File: config.mk
export PLATFORM = sky130hd
export DESIGN_NAME = rs255_247_enc_flat
export DESIGN_NICKNAME = d
export VERILOG_FILES = /design/src/rtl/rs255_pkg.sv /design/src/rtl/rs255_247_enc_if.sv /design/src/rtl/rs255_247_enc_gf256mul.sv /design/src/rtl/rs255_247_enc.sv /design/src/flat_wrapper.sv
export SDC_FILE = /design/constraint.sdc
export NUM_CORES = 1
export LEC_CHECK = 0
export ABC_AREA = 0
export CAP_MARGIN = 10
export CORE_MARGIN = 4
export CORE_UTILIZATION = 35
export CTS_BUF_LIST = sky130_fd_sc_hd__clkbuf_2
export CTS_CLUSTER_SIZE = 40
export DETAILED_ROUTE_END_ITERATION = 8
export MAX_ROUTING_LAYER = met4
export SLEW_MARGIN = 20
export SYNTH_ARGS = -nofsm -noshare
export SYNTH_HDL_FRONTEND = slang
export SYNTH_HIERARCHICAL = 1
export SYNTH_SLANG_ARGS = --single-unit
File: constraint.sdc
create_clock -name clk -period 3.9 [get_ports clk]
set_input_delay 0.78 -clock clk [delete_from_list [all_inputs] [get_ports clk]]
set_output_delay 0.78 -clock clk [all_outputs]
set_load 0.01 [all_outputs]
File: src/rtl/rs255_pkg.sv
// rtl/rs255_pkg.sv - shared constants, generator coefficients and FSM state type for the RS(255,247) encoder
package rs255_pkg;

    localparam logic [8:0] GF_POLY = 9'h11d;
    localparam int RS_N    = 255;
    localparam int RS_K    = 247;
    localparam int RS_NPAR = 8;

    // g(x) = x^8 + sum GEN_COEF[i] x^i, roots alpha^0 .. alpha^7
    localparam logic [7:0] GEN_COEF [0:7] = '{
        8'h18, 8'hc8, 8'had, 8'hef, 8'h36, 8'h51, 8'h0b, 8'hff
    };

    typedef enum logic {
        MSG = 1'b0,
        PAR = 1'b1
    } state_t;

endpackage

File: src/rtl/rs255_247_enc_if.sv
// rtl/rs255_247_enc_if.sv - message-in / codeword-out handshake bundle of the RS(255,247) encoder
interface rs255_247_enc_if;

    logic       in_valid;
    logic       in_ready;
    logic [7:0] in_data;
    logic       in_last;
    logic       out_valid;
    logic       out_ready;
    logic [7:0] out_data;
    logic       out_last;

    modport master (
        output in_valid, in_data, in_last, out_ready,
        input  in_ready, out_valid, out_data, out_last
    );

    modport slave (
        input  in_valid, in_data, in_last, out_ready,
        output in_ready, out_valid, out_data, out_last
    );

endinterface

File: src/rtl/rs255_247_enc_gf256mul.sv
// rtl/rs255_247_enc_gf256mul.sv - combinational GF(256) multiplier modulo x^8+x^4+x^3+x^2+1
module gf256mul
    import rs255_pkg::*;
(
    input  logic [7:0] a,
    input  logic [7:0] b,
    output logic [7:0] p
);

    logic [14:0] prod;

    // carry-less product, then fold bits 14..8 back with the field polynomial
    always_comb begin
        prod = '0;
        for (int i = 0; i < 8; i++) begin
            if (b[i]) begin
                prod = prod ^ (15'(a) << i);
            end
        end
        for (int k = 14; k >= 8; k--) begin
            if (prod[k]) begin
                prod = prod ^ (15'(GF_POLY) << (k - 8));
            end
        end
        p = prod[7:0];
    end

endmodule

File: src/rtl/rs255_247_enc.sv
// rtl/rs255_247_enc.sv - systematic RS(255,247) encoder; RS_ENC_SHORTEN_EN enables in_last-terminated shortened blocks
module rs255_247_enc
    import rs255_pkg::*;
#(
    parameter int GEN_FCR = 0
)(
    input  logic             clk,
    input  logic             rst,
    rs255_247_enc_if.slave   bus
);

    state_t      state;
    state_t      state_nxt;
    logic [7:0]  r [0:7];
    logic [7:0]  prod [0:7];
    logic [7:0]  fb;
    logic [7:0]  msg_cnt;
    logic [2:0]  par_cnt;
    logic        out_valid_q;
    logic [7:0]  out_data_q;
    logic        out_last_q;
    logic        load_ok;
    logic        msg_acc;
    logic        par_ld;
    logic        block_end;
    logic        unused_cfg;

    assign load_ok  = !out_valid_q || bus.out_ready;
    assign msg_acc  = bus.in_valid && bus.in_ready;
    assign par_ld   = (state == PAR) && load_ok;
    assign fb       = bus.in_data ^ r[7];

    assign bus.in_ready  = (state == MSG) && load_ok;
    assign bus.out_valid = out_valid_q;
    assign bus.out_data  = out_data_q;
    assign bus.out_last  = out_last_q;

`ifdef RS_ENC_SHORTEN_EN
    assign block_end  = msg_acc && (bus.in_last || (msg_cnt == 8'(RS_K - 1)));
    assign unused_cfg = (GEN_FCR != 0);
`else
    assign block_end  = msg_acc && (msg_cnt == 8'(RS_K - 1));
    assign unused_cfg = (GEN_FCR != 0) ^ bus.in_last;
`endif

    // feedback times each generator coefficient; constant operand folds away
    for (genvar i = 0; i < RS_NPAR; i++) begin : g_mul
        gf256mul u_mul (
            .a (GEN_COEF[i]),
            .b (fb),
            .p (prod[i])
        );
    end

    // state register
    always_ff @(posedge clk or posedge rst) begin
        if (rst) begin
            state <= MSG;
        end else begin
            state <= state_nxt;
        end
    end

    // next state: leave MSG on the block-ending accept, leave PAR after loading p0
    always_comb begin
        state_nxt = state;
        case (state)
            MSG: if (block_end) state_nxt = PAR;
            PAR: if (par_ld && (par_cnt == 3'd7)) state_nxt = MSG;
            default: state_nxt = MSG;
        endcase
    end

    // parity LFSR: divide while accepting message, shift out toward r[7] during parity
    always_ff @(posedge clk or posedge rst) begin
        if (rst) begin
            for (int i = 0; i < RS_NPAR; i++) begin
                r[i] <= '0;
            end
        end else if (msg_acc) begin
            r[0] <= prod[0];
            for (int i = 1; i < RS_NPAR; i++) begin
                r[i] <= r[i-1] ^ prod[i];
            end
        end else if (par_ld) begin
            r[0] <= '0;
            for (int i = 1; i < RS_NPAR; i++) begin
                r[i] <= r[i-1];
            end
        end
    end

    // message and parity symbol counters; par_cnt wraps 7 -> 0 on its own
    always_ff @(posedge clk or posedge rst) begin
        if (rst) begin
            msg_cnt <= '0;
            par_cnt <= '0;
        end else begin
            if (msg_acc) begin
                msg_cnt <= block_end ? 8'd0 : msg_cnt + 8'd1;
            end
            if (par_ld) begin
                par_cnt <= par_cnt + 3'd1;
            end
        end
    end

    // output register: message passes straight through, parity drains from r[7]
    always_ff @(posedge clk or posedge rst) begin
        if (rst) begin
            out_valid_q <= 1'b0;
            out_data_q  <= '0;
            out_last_q  <= 1'b0;
        end else if (msg_acc) begin
            out_valid_q <= 1'b1;
            out_data_q  <= bus.in_data;
            out_last_q  <= 1'b0;
        end else if (par_ld) begin
            out_valid_q <= 1'b1;
            out_data_q  <= r[7];
            out_last_q  <= (par_cnt == 3'd7);
        end else if (bus.out_ready) begin
            out_valid_q <= 1'b0;
            out_last_q  <= 1'b0;
        end
    end

endmodule
File: src/flat_wrapper.sv
// flat-port wrapper written by rule: the top's interface ports become plain ports
module rs255_247_enc_flat import rs255_pkg::*;
#(
    parameter int GEN_FCR = 0
)
  (clk, rst, bus_in_valid, bus_in_data, bus_in_last, bus_out_ready, bus_in_ready, bus_out_valid, bus_out_data, bus_out_last);
  rs255_247_enc_if bus_i ();
  input  logic clk;
  input  logic rst;
  input wire logic [$bits(bus_i.in_valid)-1:0] bus_in_valid;
  input wire logic [$bits(bus_i.in_data)-1:0] bus_in_data;
  input wire logic [$bits(bus_i.in_last)-1:0] bus_in_last;
  input wire logic [$bits(bus_i.out_ready)-1:0] bus_out_ready;
  output wire logic [$bits(bus_i.in_ready)-1:0] bus_in_ready;
  output wire logic [$bits(bus_i.out_valid)-1:0] bus_out_valid;
  output wire logic [$bits(bus_i.out_data)-1:0] bus_out_data;
  output wire logic [$bits(bus_i.out_last)-1:0] bus_out_last;
  assign bus_i.in_valid = bus_in_valid;
  assign bus_i.in_data = bus_in_data;
  assign bus_i.in_last = bus_in_last;
  assign bus_i.out_ready = bus_out_ready;
  assign bus_in_ready = bus_i.in_ready;
  assign bus_out_valid = bus_i.out_valid;
  assign bus_out_data = bus_i.out_data;
  assign bus_out_last = bus_i.out_last;
  rs255_247_enc #(.GEN_FCR(GEN_FCR)) u_core (.clk(clk), .rst(rst), .bus(bus_i));
endmodule
## After elaboration in Yosys (flattened, before gate mapping)

Cells that the tools add are included.

- Logic and storage cells: 281
- Input port bits: 13
- Register bits after elaboration: 86

- Reduce and logical (&&, ||, !) cells: 9
- Add/subtract/negate cells: 2
- Bitwise operators: 121
- Equality and inequality tests: 2
- Multiplexer cells: 133

Operators by type and width:

| kind | number |
|---|---|
| $not 4->4 | 63 |
| $mux 11 | 16 |
| $mux 10 | 16 |
| $mux 8 | 19 |
| $mux 9 | 16 |
| $mux 64 | 2 |
| $mux 12 | 7 |
| $mux 7 | 12 |
| $mux 13 | 6 |
| $mux 14 | 5 |
| $mux 6 | 11 |
| $xor 8x8->8 | 8 |
| $not 3->3 | 21 |
| $mux 15 | 4 |
| $not 8->8 | 7 |
| $mux 5 | 10 |
| $not 7->7 | 7 |
| $not 5->5 | 7 |
| $not 2->2 | 7 |
| $add 8x1->8 const B | 1 |
| $eq 8x8->1 const B | 1 |
| $mux 1 | 7 |
| $logic_and 1x1->1 | 5 |
| $mux 4 | 1 |
| 8 further kinds | 8 |

## Longest topological paths before layout

Gate-level depths: netlist of the first run.

- Word-level depth: 32
- Gate-level depth with buffers: 11
- Gate-level depth less buffers: 10

## Hierarchy

The synthesis of the first run kept the hierarchy.

By module, submodules not included:

| module | seq. area each (sq um) | area an instance (sq um) | cells each | times used |
|---|---|---|---|---|
| gf256mul at u_core.g_mul[1].u_mul ... | 0.0 | 1,131.1 | 146 | 7 |
| rs255_247_enc | 2,152.1 | 4,962.3 | 623 | 1 |
| gf256mul at u_core.g_mul[0].u_mul | 0.0 | 1,122.3 | 145 | 1 |

## Least setup slack after synthesis of the first run

Ideal clock, no wire load.

- Kind: input port to flip-flop
- From: input bus_in_data[7]
- To: register u_core/r[7] (netlist bit)
- Slack: 0.270 ns
- Stages on the path: 10
- Buffers on the path: 1
- Arrival time: 3.544 ns
- Cells stage by stage: xor2_1 -> buf_6 -> nand2_1 -> xor2_2 -> xnor3_1 -> xnor3_1 -> xor2_1 -> a41oi_1 -> nor2_1 -> nor3_1

RTL lines:

| what | line | text |
|---|---|---|
| from (decl) | flat_wrapper.sv:11 | `input wire logic [$bits(bus_i.in_data)-1:0] bus_in_data;` |
| to (signal, indexed assignment) | rs255_247_enc.sv:83 | `r[i] <= r[i-1] ^ prod[i];` |
| to (signal, indexed assignment) | rs255_247_enc.sv:88 | `r[i] <= r[i-1];` |
| to (decl) | rs255_247_enc.sv:14 | `logic [7:0] r [0:7];` |

==> summary.md, run 1 <==
| Metric | Value |
|---|---|
| Crit path cell chain | clkdlybuf4s50_1 -> xor2_4 -> buf_12 -> buf_4 -> nand2_1 -> xnor2_1 -> xnor3_1 -> xnor3_1 -> xor2_1 -> inv_1 -> a21oi_1 -> nor3_1 -> nor3_1 |
| Maximum clock frequency | 307 MHz |
| Die Ht | 208 um |
| H-tree depth | 3 |
| Worst r2r src | u_core/r[4]$_DFFE_PP0P_ |
| Reg2reg setup slack | 0.86 ns |
| Syn Inst Count | 1,790 |
| Cts hold-fix bufs | 0 |
| Worst Clk Skew | 0.0464 ns |
| Die width | 208 um |
| Initial DRC Count | 919 |
| Hold path start | u_core/par_cnt[0]$_DFFE_PP0P_ |
| RSZ-0062 raised after global routing | false |
| Leading area contributor after synthesis | xnor2_1 |
| Async SR Flop Fraction | 100% |
| Area grow syn2layout | 8.52% |
| Post-synthesis cell area | 0.0140 mm^2 |
| Crit. Startpoint | bus_in_data[4] |
| Clk_lat worst skew | 0.61 ns |
| Worst-Margin Slew | 0.958 ns |
| Vias per Instance | 4.91 |
| Min-Delay Path Class | flip-flop to flip-flop |
| CP Capture Type | flip-flop |
| Port Buf Inserts | 22 |
| Met1 usage | 22.1% |
| Post-Synthesis Mean Instance Area | 7.82 um^2 |
| Setup Total Neg Slack | 0 ns |
| CTS clk-pin slew, worst paths | 0.25 ns |
| Slew headroom | 36.1% |
| Critical path class | input pin to flip-flop |
| Setup violators final | 0 |
| Top delay family on crit path | XOR/XNOR gates |
| Antenna viol nets, final | 0 |
| Dominant synthesized flop cell | dfrtp_1 |
| Hold Violations, Final | 0 |
| Register area | 0.00216 mm^2 |
| GR Layer Usage met2 | 26.8% |
| CTS tree | yes |
| CTS Buffer Depth | 2 |
| Slowest cell on crit path | clkdlybuf4s50_1 |
| Fin. max-slew vios | 0 |
| Grt ovf | 0 |
| First-pass GRT wire length | 57,400 um |
| Period utilization | 83.5% |
| Die Footprint | 0.0433 mm^2 |
| Crit Path Max Fanout | 14 |
| Largest cells by area after synthesis | xnor2_1 16%, dfrtp_1 15%, xnor3_1 14% |
| Register area share after synthesis | 15.4% |
| Number of enable flip-flop cells after synthesis | 0 |
| Post-CTS Setup Inserts | 0 |
| Area share of the largest cell type after synthesis | 15.6% |
| Root buf cell | clkbuf_2 |
| Pre-antenna DRT Iters | 5 |
| Outcome | complete, no violations |
| Largest net degree at the start of global routing | 96 |
| Initial antenna violation count | 1 |
| Starting Density | 35.3% |
| Share of cells above drive strength 1 | 8.44% |
| Yosys cell types | 54 |
| CP startpoint kind | input pin |
| Largest stage delay on the critical path | 0.57 ns |
| Commonest cells in the netlist | 524 x nand2_1, 250 x xnor2_1, 132 x xor2_1, 117 x nor2_1, 92 x buf_2 |
| Top Usage Layer GRT | met2 |
| # rows | 73 |
| Seq cells post-synth | 86 |
| Final net count | 1,812 |
| CTS sink count | 86 |
| Total wire length | 35,000 um |
| R2R depth | 12 |
| Required @ worst endpoint | 4.43 ns |
| Ys Warns | 6 |
| # Max-Cap Violations | 0 |
| Cell depth of the worst hold path | 1 |
| Fill cell count | 4,082 |
| Multi-input gate area | 0.0111 mm^2 |
| Post-cts resize count | 0 |
| WL/cell | 15.1 um |
| DR vias | 11,410 |
| HPWL Detailed | 24,600 um |
| Gr usage total | 16.2% |
| Crit path time final | 3.26 ns |
| Met3 usage | 1.45% |
| DRC viols | 0 |
| # IOs | 24 |
| Total stage count of the critical path | 13 |
| Count leader, synth | nand2_1 |
| RePlAce Congestion | 0.816 |
| Core area | 0.0396 mm^2 |
| Number of global-route vias before repair | 11,013 |
| WP data arrival | 3.79 ns |
| CP bufs+invs | 4 |
| TritonCTS Buffers | 9 |
==> per-stage QoR <==
stage | utilization (%) | hold slack [ns] | std cells | area [um^2] | worst slack [ns]
CTS | 38.3 | 0.515 | 2325 | 15200 | 0.656
global placement | 38.1 | 0.467 | 2309 | 15100 | 0.0960
floorplan | - | 0.453 | 1860 | 14300 | 0.270
detailed placement | 38.1 | 0.478 | 2309 | 15100 | 0.000590
global route | 38.3 | 0.520 | 2326 | 15200 | 0.457
finish | 38.3 | 0.506 | 2326 | 15200 | 0.645
==> cells by family after synthesis <==
family / share of synthesized area (%)
AO/OA/AOI/OAI: 8.07
buffers and inverters: 8.22
adder cells (fa/ha/maj): 0.357
multiplexers: 0.313
XOR/XNOR: 43.9
other: 0.0536
AND/OR/NAND/NOR: 23.7
flip-flops: 15.4
==> area by class of cell <==
| cell class | instances | area share, % |
|---|---|---|
| clock inverter | 7 | 0.313 |
| timing repair buffer | 99 | 6.31 |
| sequential | 86 | 14.2 |
| inverter | 52 | 1.29 |
| multi-input combinational | 1547 | 73.3 |
| tap | 525 | 4.32 |
| antenna | 1 | 0.0165 |
| clock buffer | 9 | 0.296 |
==> sequential cells by signal, indices dropped and copies added, names as in the netlist <==
register,count
u_core/bus.out_last,1
u_core/bus.out_data,8
u_core/r,64
u_core/state,1
u_core/par_cnt,3
u_core/msg_cnt,8
u_core/bus.out_valid,1
==> layout by cell type, fill, tap and decap left out, drive strengths merged, types with 4 or more instances in the layout <==
master,n
nand2,524
nand3,25
nor2b,10
nand3b,21
clkinv,5
xnor3,96
buf,78
o21ai,45
xor3,16
clkdlybuf4s50,21
a41oi,29
xnor2,258
dfrtp,86
inv,54
conb,72
xor2,139
ha,4
nor3,62
clkbuf,9
a21oi,77
nand4bb,7
a22oi,7
o211ai,7
nor2,119
a22o,9
==> per-layer routing <==
layer | vias to the layer above | wire (um)
met1 | 5536 | 16700
met3 | 40 | 1040
li1 | 5617 | -
met2 | 217 | 16800
met5 | - | 0
met4 | 0 | 477
==> worst paths after layout <==
kind,end
worst max-delay path,u_core/r[47]$_DFFE_PP0P_
worst min-delay path,u_core/par_cnt[0]$_DFFE_PP0P_
worst max register to register,u_core/r[47]$_DFFE_PP0P_
worst min register to register,u_core/par_cnt[0]$_DFFE_PP0P_
max in group asynchronous,u_core/r[2]$_DFFE_PP0P_
min in group asynchronous,u_core/bus.out_data[5]$_DFFE_PP0P_
==> worst reg2reg max path, stage by stage, from the launching register on <==
cell and delay, ns:
dfrtp_1 0.52, xor2_4 0.27, buf_12 0.20, buf_4 0.17
nand2_1 0.07, xnor2_1 0.18, xnor3_1 0.41, xnor3_1 0.41
xor2_1 0.33, inv_1 0.08, a21oi_1 0.15, nor3_1 0.06
nor3_1 0.14
Power of run 1 is not shown: default switching activity piles up to over one toggle a cycle in this logic, so the estimate is an artifact.
==> run 2: changes to the inputs <==
==> constraint.sdc (replaced) <==
create_clock -name clk -period 3 [get_ports clk]
set_input_delay 0.6 -clock clk [delete_from_list [all_inputs] [get_ports clk]]
set_output_delay 0.6 -clock clk [all_outputs]
set_load 0.01 [all_outputs]
==> run 2 against run 1 <==
Critical path depth down 2. Cell count grew 3.9%. Largest cell class unchanged. Highest routed layer unchanged. First-iteration DRC count is 4.0% higher. Critical path type unchanged.
==> summary.md, run 2 (synthesized netlist as in run 1, its figures left out) <==
| Metric | Value |
|---|---|
| Worst r2r src | u_core/r[6]$_DFFE_PP0P_ |
| Fin. max-slew vios | 0 (unchanged) |
| Commonest non-fill, non-tap cells in the layout | 524 x nand2_1, 235 x xnor2_1, 152 x buf_4 |
| Dpl cells | 2,395 (+3.7%) |
| Grt ovf | 0 (unchanged) |
| Clk_lat worst skew | 0.61 ns (about the same) |
| Slowest cell on crit path | clkdlybuf4s50_1 |
| Crit path cell chain | clkdlybuf4s50_1 -> xor2_4 -> buf_12 -> nand2_1 -> xnor3_1 -> xnor2_2 -> xnor2_1 -> xnor3_1 -> a41oi_1 -> nor2_1 -> nor3_1 |
| First-pass GRT wire length | 60,200 um (+4.7%) |
| Initial DRC Count | 956 (+4.0%) |
| WP data arrival | 3.46 ns (-0.33 ns) |
| Setup violators final | 0 (unchanged) |
| TritonCTS Buffers | 9 (unchanged) |
| DR vias | 11,779 (+3.2%) |
| Fin area | 0.0161 mm^2 (+5.9%) |
| Cts hold-fix bufs | 0 (unchanged) |
| RSZ-0062 raised after global routing | true |
| CP startpoint kind | input pin |
| Largest stage delay on the critical path | 0.63 ns (+0.06 ns) |
| Worst Clk Skew | 0.0484 ns (+0.00200 ns) |
| Number of global-route vias before repair | 11,435 (+3.8%) |
| Crit. Startpoint | bus_in_data[2] |
| Placement Setup Slack | -0.648 ns (-0.649 ns) |
| Outcome | complete, no violations |
| Hold Violations, Final | 0 (unchanged) |
| Min-Delay Path Class | input pin to asynchronous set/reset pin |
| Required @ worst endpoint | 3.52 ns (-0.91 ns) |
| CTS Buffer Depth | 2 (unchanged) |
| Commonest non-fill, non-tap cell in the layout | nand2_1 |
| Critical path class | input pin to flip-flop |
| Max reg flops | 64 (unchanged) |
| Final net count | 1,902 (+5.0%) |
| Cell seen most often among critical-path stages | xnor3_1 |
| CTS sink count | 86 (unchanged) |
| Die width | 208 um (unchanged) |
| Area grow syn2layout | 14.9% |
| Starting Density | 35.3% (unchanged) |
| # Max-Cap Violations | 0 (unchanged) |
| # IOs | 24 (unchanged) |
| DRC viols | 0 (unchanged) |
| HPWL Detailed | 26,500 um (+7.7%) |
| CP Capture Type | flip-flop |
| Core area | 0.0396 mm^2 (unchanged) |
| Initial antenna violation count | 1 (unchanged) |
| Worst-Margin Slew | 0.701 ns (-0.257 ns) |
| Total wire length | 36,800 um (+5.0%) |
| Crit path time final | 2.94 ns |
| CTS clk-pin slew, worst paths | 0.25 ns (about the same) |
| Top reg by flops | u_core/r |
| Die Footprint | 0.0433 mm^2 (unchanged) |
| Share of cells above drive strength 1 | 14.3% (+5.8 points) |
| PnR worst setup slack | 0.0569 ns (-0.588 ns) |
| # rows | 73 (unchanged) |
| Area after DPL | 0.0157 mm^2 (+4.2%) |
| H-tree depth | 3 (unchanged) |
| CTS tree | yes |
| Antenna viol nets, final | 0 (unchanged) |
| Vias per Instance | 4.88 (-0.61%) |
| Period utilization | 98.1% |
| Largest net degree at the start of global routing | 110 (+15%) |
| Crit Path Max Fanout | 10 (-4) |
| WL/cell | 15.2 um (+1.1%) |
| Port Buf Inserts | 22 (unchanged) |
| Maximum clock frequency | 340 MHz |
| Slew headroom | 53.3% (+17 points) |
| Gr usage total | 17.1% (+0.89 points) |
| Root buf cell | clkbuf_2 |
| Die Ht | 208 um (unchanged) |
| Non-Filler Instances | 2,416 (+3.9%) |
| RePlAce Congestion | 0.862 (+5.6%) |
| Pre-antenna DRT Iters | 5 (unchanged) |
[run 2: changes by cell type in the layout (fill, tap and decap cells not counted), moves of 3 or more]
cell,change
buf_4,+87
xnor2_1,-15
xnor2_2,+13
dfrtp_1,-6
dfrtp_2,+6
xor2_1,-5
xor2_2,+5
clkdlybuf4s50_1,-4
dlymetal6s2s_1,+4
inv_6,-3
[run 2: final timing paths]
path	end	slack, ns	cells past startpoint
hold / removal	u_core/bus.out_data[1]$_DFFE_PP0P_	0.36	2
max in group asynchronous	u_core/r[3]$_DFFE_PP0P_	1.97	3
setup / recovery	u_core/r[35]$_DFFE_PP0P_	0.06	11
hold reg to reg	u_core/par_cnt[0]$_DFFE_PP0P_	0.50	1
setup reg to reg	u_core/r[35]$_DFFE_PP0P_	0.13	10
min in group clk	u_core/bus.out_valid$_DFFE_PP0P_	0.37	3
[run 2: per-layer routing]
layer | vias to the layer above | GRT usage, % | routed length, um
met3 | 31 | 1.72 | 1280
met5 | - | - | 0
met1 | 5706 | 23.6 | 17300
met2 | 234 | 28.2 | 17900
met4 | 0 | 2.47 | 291
li1 | 5808 | - | -
[run 2: final cells by class]
cell class                 count  area [um^2]
timing repair buffer         189         1670
multi-input combinational   1547        11300
clock buffer                   9         45.0
clock inverter                 7         41.3
antenna                        1         2.50
sequential                    86         2160
tap                          525          657
fill                        3990        23600
inverter                      52          196
[run 2: critical path, delay by kind of cell]
| kind | cells | cell delay (ns) |
|---|---|---|
| XOR/XNOR | 5 | 1.50 |
| buffers and inverters | 2 | 0.80 |
| AND/OR/NAND/NOR | 3 | 0.34 |
| AO/OA/AOI/OAI | 1 | 0.20 |
[run 2: timing repair]
| item | 4_1_cts | 5_1_grt |
|---|---|---|
| cloned | 0 | 0 |
| resized for setup | 2 | 37 |
| pin swaps | 1 | 16 |
| setup endpoints to repair | 1 | 33 |
| setup buffers | 0 | 4 |
[run 2: through the flow]
| stage | hold slack, ns | TNS, ns | utilization [%] |
|---|---|---|---|
| 2_1_floorplan | 0.453 | 0 | - |
| 3_3_place_gp | 0.470 | -28.39 | 39.7 |
| 3_5_place_dp | 0.474 | -30.85 | 39.7 |
| 4_1_cts | 0.286 | 0 | 39.9 |
| 5_1_grt | 0.301 | -0.0499 | 40.6 |
| 6_report | 0.356 | 0 | 40.6 |
Power of run 2 is left out for the same reason.
==> run 3: changes to the inputs <==
--- a/config.mk
+++ b/config.mk
@@ -10,11 +10,11 @@
 export CORE_MARGIN = 4
 export CORE_UTILIZATION = 35
 export CTS_BUF_LIST = sky130_fd_sc_hd__clkbuf_2
-export CTS_CLUSTER_SIZE = 40
+export CTS_CLUSTER_SIZE = 16
 export DETAILED_ROUTE_END_ITERATION = 8
 export MAX_ROUTING_LAYER = met4
+export REMOVE_ABC_BUFFERS = 1
 export SLEW_MARGIN = 20
 export SYNTH_ARGS = -nofsm -noshare
 export SYNTH_HDL_FRONTEND = slang
-export SYNTH_HIERARCHICAL = 1
 export SYNTH_SLANG_ARGS = --single-unit
==> run 3 against run 2 <==
Design area is 63% lower. Non-clock buffer count is 133 lower. Count of clock-buffer cells in the layout stayed put. Global-route usage is 0.69 points lower. Maximum frequency is 18% higher. Critical endpoint is now bus_in_ready. Register-to-register slack better by 0.46 ns. Critical path type is now flip-flop to output pin. Hold slack worse by 0.0040 ns. Critical path depth is 8 lower. First-iteration DRC count is 62% lower. Cell count is 69% lower. Via count is 66% lower. Largest cell class unchanged. Die area is 62% lower.
==> summary.md, run 3 <==
| Metric | Value |
|---|---|
| Async SR Flop Fraction | 100% (unchanged) |
| XOR/XNOR share of the synthesized area | 20.9% (-23 points) |
| Commonest cells in the netlist | 86 x dfrtp_1, 69 x nor2_1, 53 x nand2_1, 41 x xnor2_1, 33 x a21oi_1 |
| Share of cells above drive strength 1 | 12.5% (-1.8 points) |
| Fill cell count | 1,383 (-65%) |
| CTS sink count | 86 (unchanged) |
| Dominant synthesized flop cell | dfrtp_1 |
| CP startpoint kind | flip-flop |
| Largest cells by area after synthesis | dfrtp_1 42%, xnor2_1 7.0%, nor2_1 5.1% |
| N_diodes | 0 (-1) |
| Die Ht | 129 um (-38%) |
| Clk_lat worst skew | 0.61 ns (about the same) |
| # rows | 43 (-41%) |
| R2R depth | 6 (-4) |
| Antenna viol nets, final | 0 (unchanged) |
| Synth Area in Compound Gates | 19.1% (+11 points) |
| Critical path class | flip-flop to output pin |
| Initial DRC Count | 367 (-62%) |
| Final net count | 579 (-70%) |
| RSZ-0062 raised after global routing | false |
| Die Footprint | 0.0166 mm^2 (-62%) |
| CTS tree | yes |
| # Max-Cap Violations | 0 (unchanged) |
| CP Capture Type | output pin |
| Period utilization | 83.3% (-15 points) |
| CTS Buffer Depth | 2 (unchanged) |
| Slew headroom | 50.1% (-3.2 points) |
| Area share of the largest cell type after synthesis | 42.1% (+26 points) |
| Simple-gate area share of the yosys netlist | 12.8% (-11 points) |
| Top reg by flops | u_core.r |
| Seq cells post-synth | 86 (unchanged) |
| Core area | 0.0141 mm^2 (-64%) |
| Starting Density | 36.3% (+0.93 points) |
| Largest family of logic cells by synthesized area | XOR/XNOR gates |
| Gr usage total | 16.4% (-0.69 points) |
| Number of global-route vias before repair | 4,047 (-65%) |
| Ys Warns | 0 (-6) |
| Reg2reg setup slack | 0.59 ns (+0.46 ns) |
| First-pass GRT wire length | 21,000 um (-65%) |
| Worst-Margin Slew | 0.747 ns (+0.0456 ns) |
| Outcome | complete, no violations |
| Initial antenna violation count | 0 (-1) |
| Pre-antenna DRT Iters | 4 (-1) |
| Total wire length | 12,400 um (-66%) |
| WL/cell | 16.6 um (+9.1%) |
| Area grow syn2layout | 15.2% |
| Setup violators final | 0 (unchanged) |
| Commonest non-fill, non-tap cell in the layout | dfrtp_1 |
| Fin. max-slew vios | 0 (unchanged) |
| RePlAce Congestion | 0.806 (-6.5%) |
| Required @ worst endpoint | 2.40 ns (-1.12 ns) |
| Leading area contributor after synthesis | dfrtp_1 |
| Maximum clock frequency | 400 MHz (+18%) |
| Register area share after synthesis | 42.1% (+27 points) |
| Count leader, synth | dfrtp_1 |
| # IOs | 24 (unchanged) |
| Hold_ws | 0.352 ns (-0.00400 ns) |
| Grt ovf | 0 (unchanged) |
| Crit Path Max Fanout | 3 (-7) |
| Min-Delay Path Class | input pin to asynchronous set/reset pin |
| Die width | 129 um (-38%) |
| Post-CTS Setup Inserts | 0 (unchanged) |
| Port Buf Inserts | 22 (unchanged) |
| Syn Inst Count | 524 (-71%) |
| DRC viols | 0 (unchanged) |
| Post-synthesis cell area | 0.00511 mm^2 (-64%) |
| Cts hold-fix bufs | 0 (unchanged) |
| Yosys cell types | 51 (-5.6%) |
| WP data arrival | 1.90 ns (-1.56 ns) |
| Worst Clk Skew | 0.0299 ns (-0.0186 ns) |
| Max reg flops | 64 (unchanged) |
| CTS clk-pin slew, worst paths | 0.27 ns (+0.02 ns) |
| Vias per Instance | 5.33 (+9.3%) |
| HPWL Detailed | 7900 um (-70%) |
| Synth Area in Adders | 0.979% (+0.62 points) |
| Mux cell area share after synthesis | 0% (-0.31 points) |
| Post-Synthesis Mean Instance Area | 9.75 um^2 (+25%) |
| Crit path time final | 2.50 ns (-0.445 ns) |
| Largest net degree at the start of global routing | 87 (-21%) |
| TritonCTS Buffers | 9 (unchanged) |
| H-tree depth | 3 (unchanged) |
| Hold Violations, Final | 0 (unchanged) |
| DR vias | 3,981 (-66%) |
| Root buf cell | clkbuf_2 |
| Post-cts resize count | 0 (-2) |
| Commonest non-fill, non-tap cells in the layout | 86 x dfrtp_1, 68 x nor2_1, 53 x nand2_1 |
| Number of enable flip-flop cells after synthesis | 0 (unchanged) |
==> run 3: layout make-up <==
| cell class | instances | area, um^2 | area share (%) |
|---|---|---|---|
| Clock inverter | 7 | 120 | 2.04 |
| Timing Repair Buffer | 56 | 526 | 8.93 |
| Inverter | 16 | 61.3 | 1.04 |
| Multi-Input combinational cell | 393 | 2760 | 46.8 |
| Clock buffer | 9 | 45.0 | 0.765 |
| Tap cell | 180 | 225 | 3.83 |
| Sequential cell | 86 | 2150 | 36.6 |
==> run 3: path summary, 6_finish.rpt <==
check,end,from
worst max-delay path,bus_in_ready,u_core.bus.out_valid$_DFFE_PP0P_
worst min-delay path,u_core.msg_cnt[5]$_DFFE_PP0P_,rst
worst max register to register,u_core.r[4]$_DFFE_PP0P_,u_core.r[5]$_DFFE_PP0P_
worst min register to register,u_core.r[28]$_DFFE_PP0P_,u_core.r[36]$_DFFE_PP0P_
max in group asynchronous,u_core.bus.out_data[2]$_DFFE_PP0P_,rst
min in group clk,u_core.r[28]$_DFFE_PP0P_,u_core.r[36]$_DFFE_PP0P_
==> run 3: cells by family after synthesis <==
kind of cell               after synthesis
AOI/OAI and AO/OA                      147
xor gates and xnor gates                86
adders and majority gates                4
buffers and inverters                   45
DFF                                     86
and+or+nand+nor                        156
==> run 3: stage by stage <==
step                      cells  setup TNS (ns)  setup slack, ns  util (%)  instance area (um^2)
after floorplan             495           -8.49           -0.461         -                  4960
after global placement      731               0           0.0311      40.6                  5720
after detailed placement    731          -0.101          -0.0913      40.6                  5720
after CTS                   747               0            0.420      41.8                  5890
after global routing        747               0            0.324      41.8                  5890
final                       747               0            0.502      41.8                  5890
==> run 3: metal layers <==
metal  part of all wire, %  wire length (um)  track usage, %  vias up
met5                     0                 0               -        -
met2                    47              5800            24.7       80
li1                      -                 -               -     1918
met3                   4.8               595            4.07        4
met1                    48              5960            22.6     1979
met4                  0.46                57            3.40        0
==> run 3: critical path: stages, from the launching register on <==
cell	delay [ns]
dfrtp_1	0.46
nor2b_1	0.14
nor2_1	0.12
clkdlybuf4s50_1	0.56
Power of run 3 is left out for the same reason.
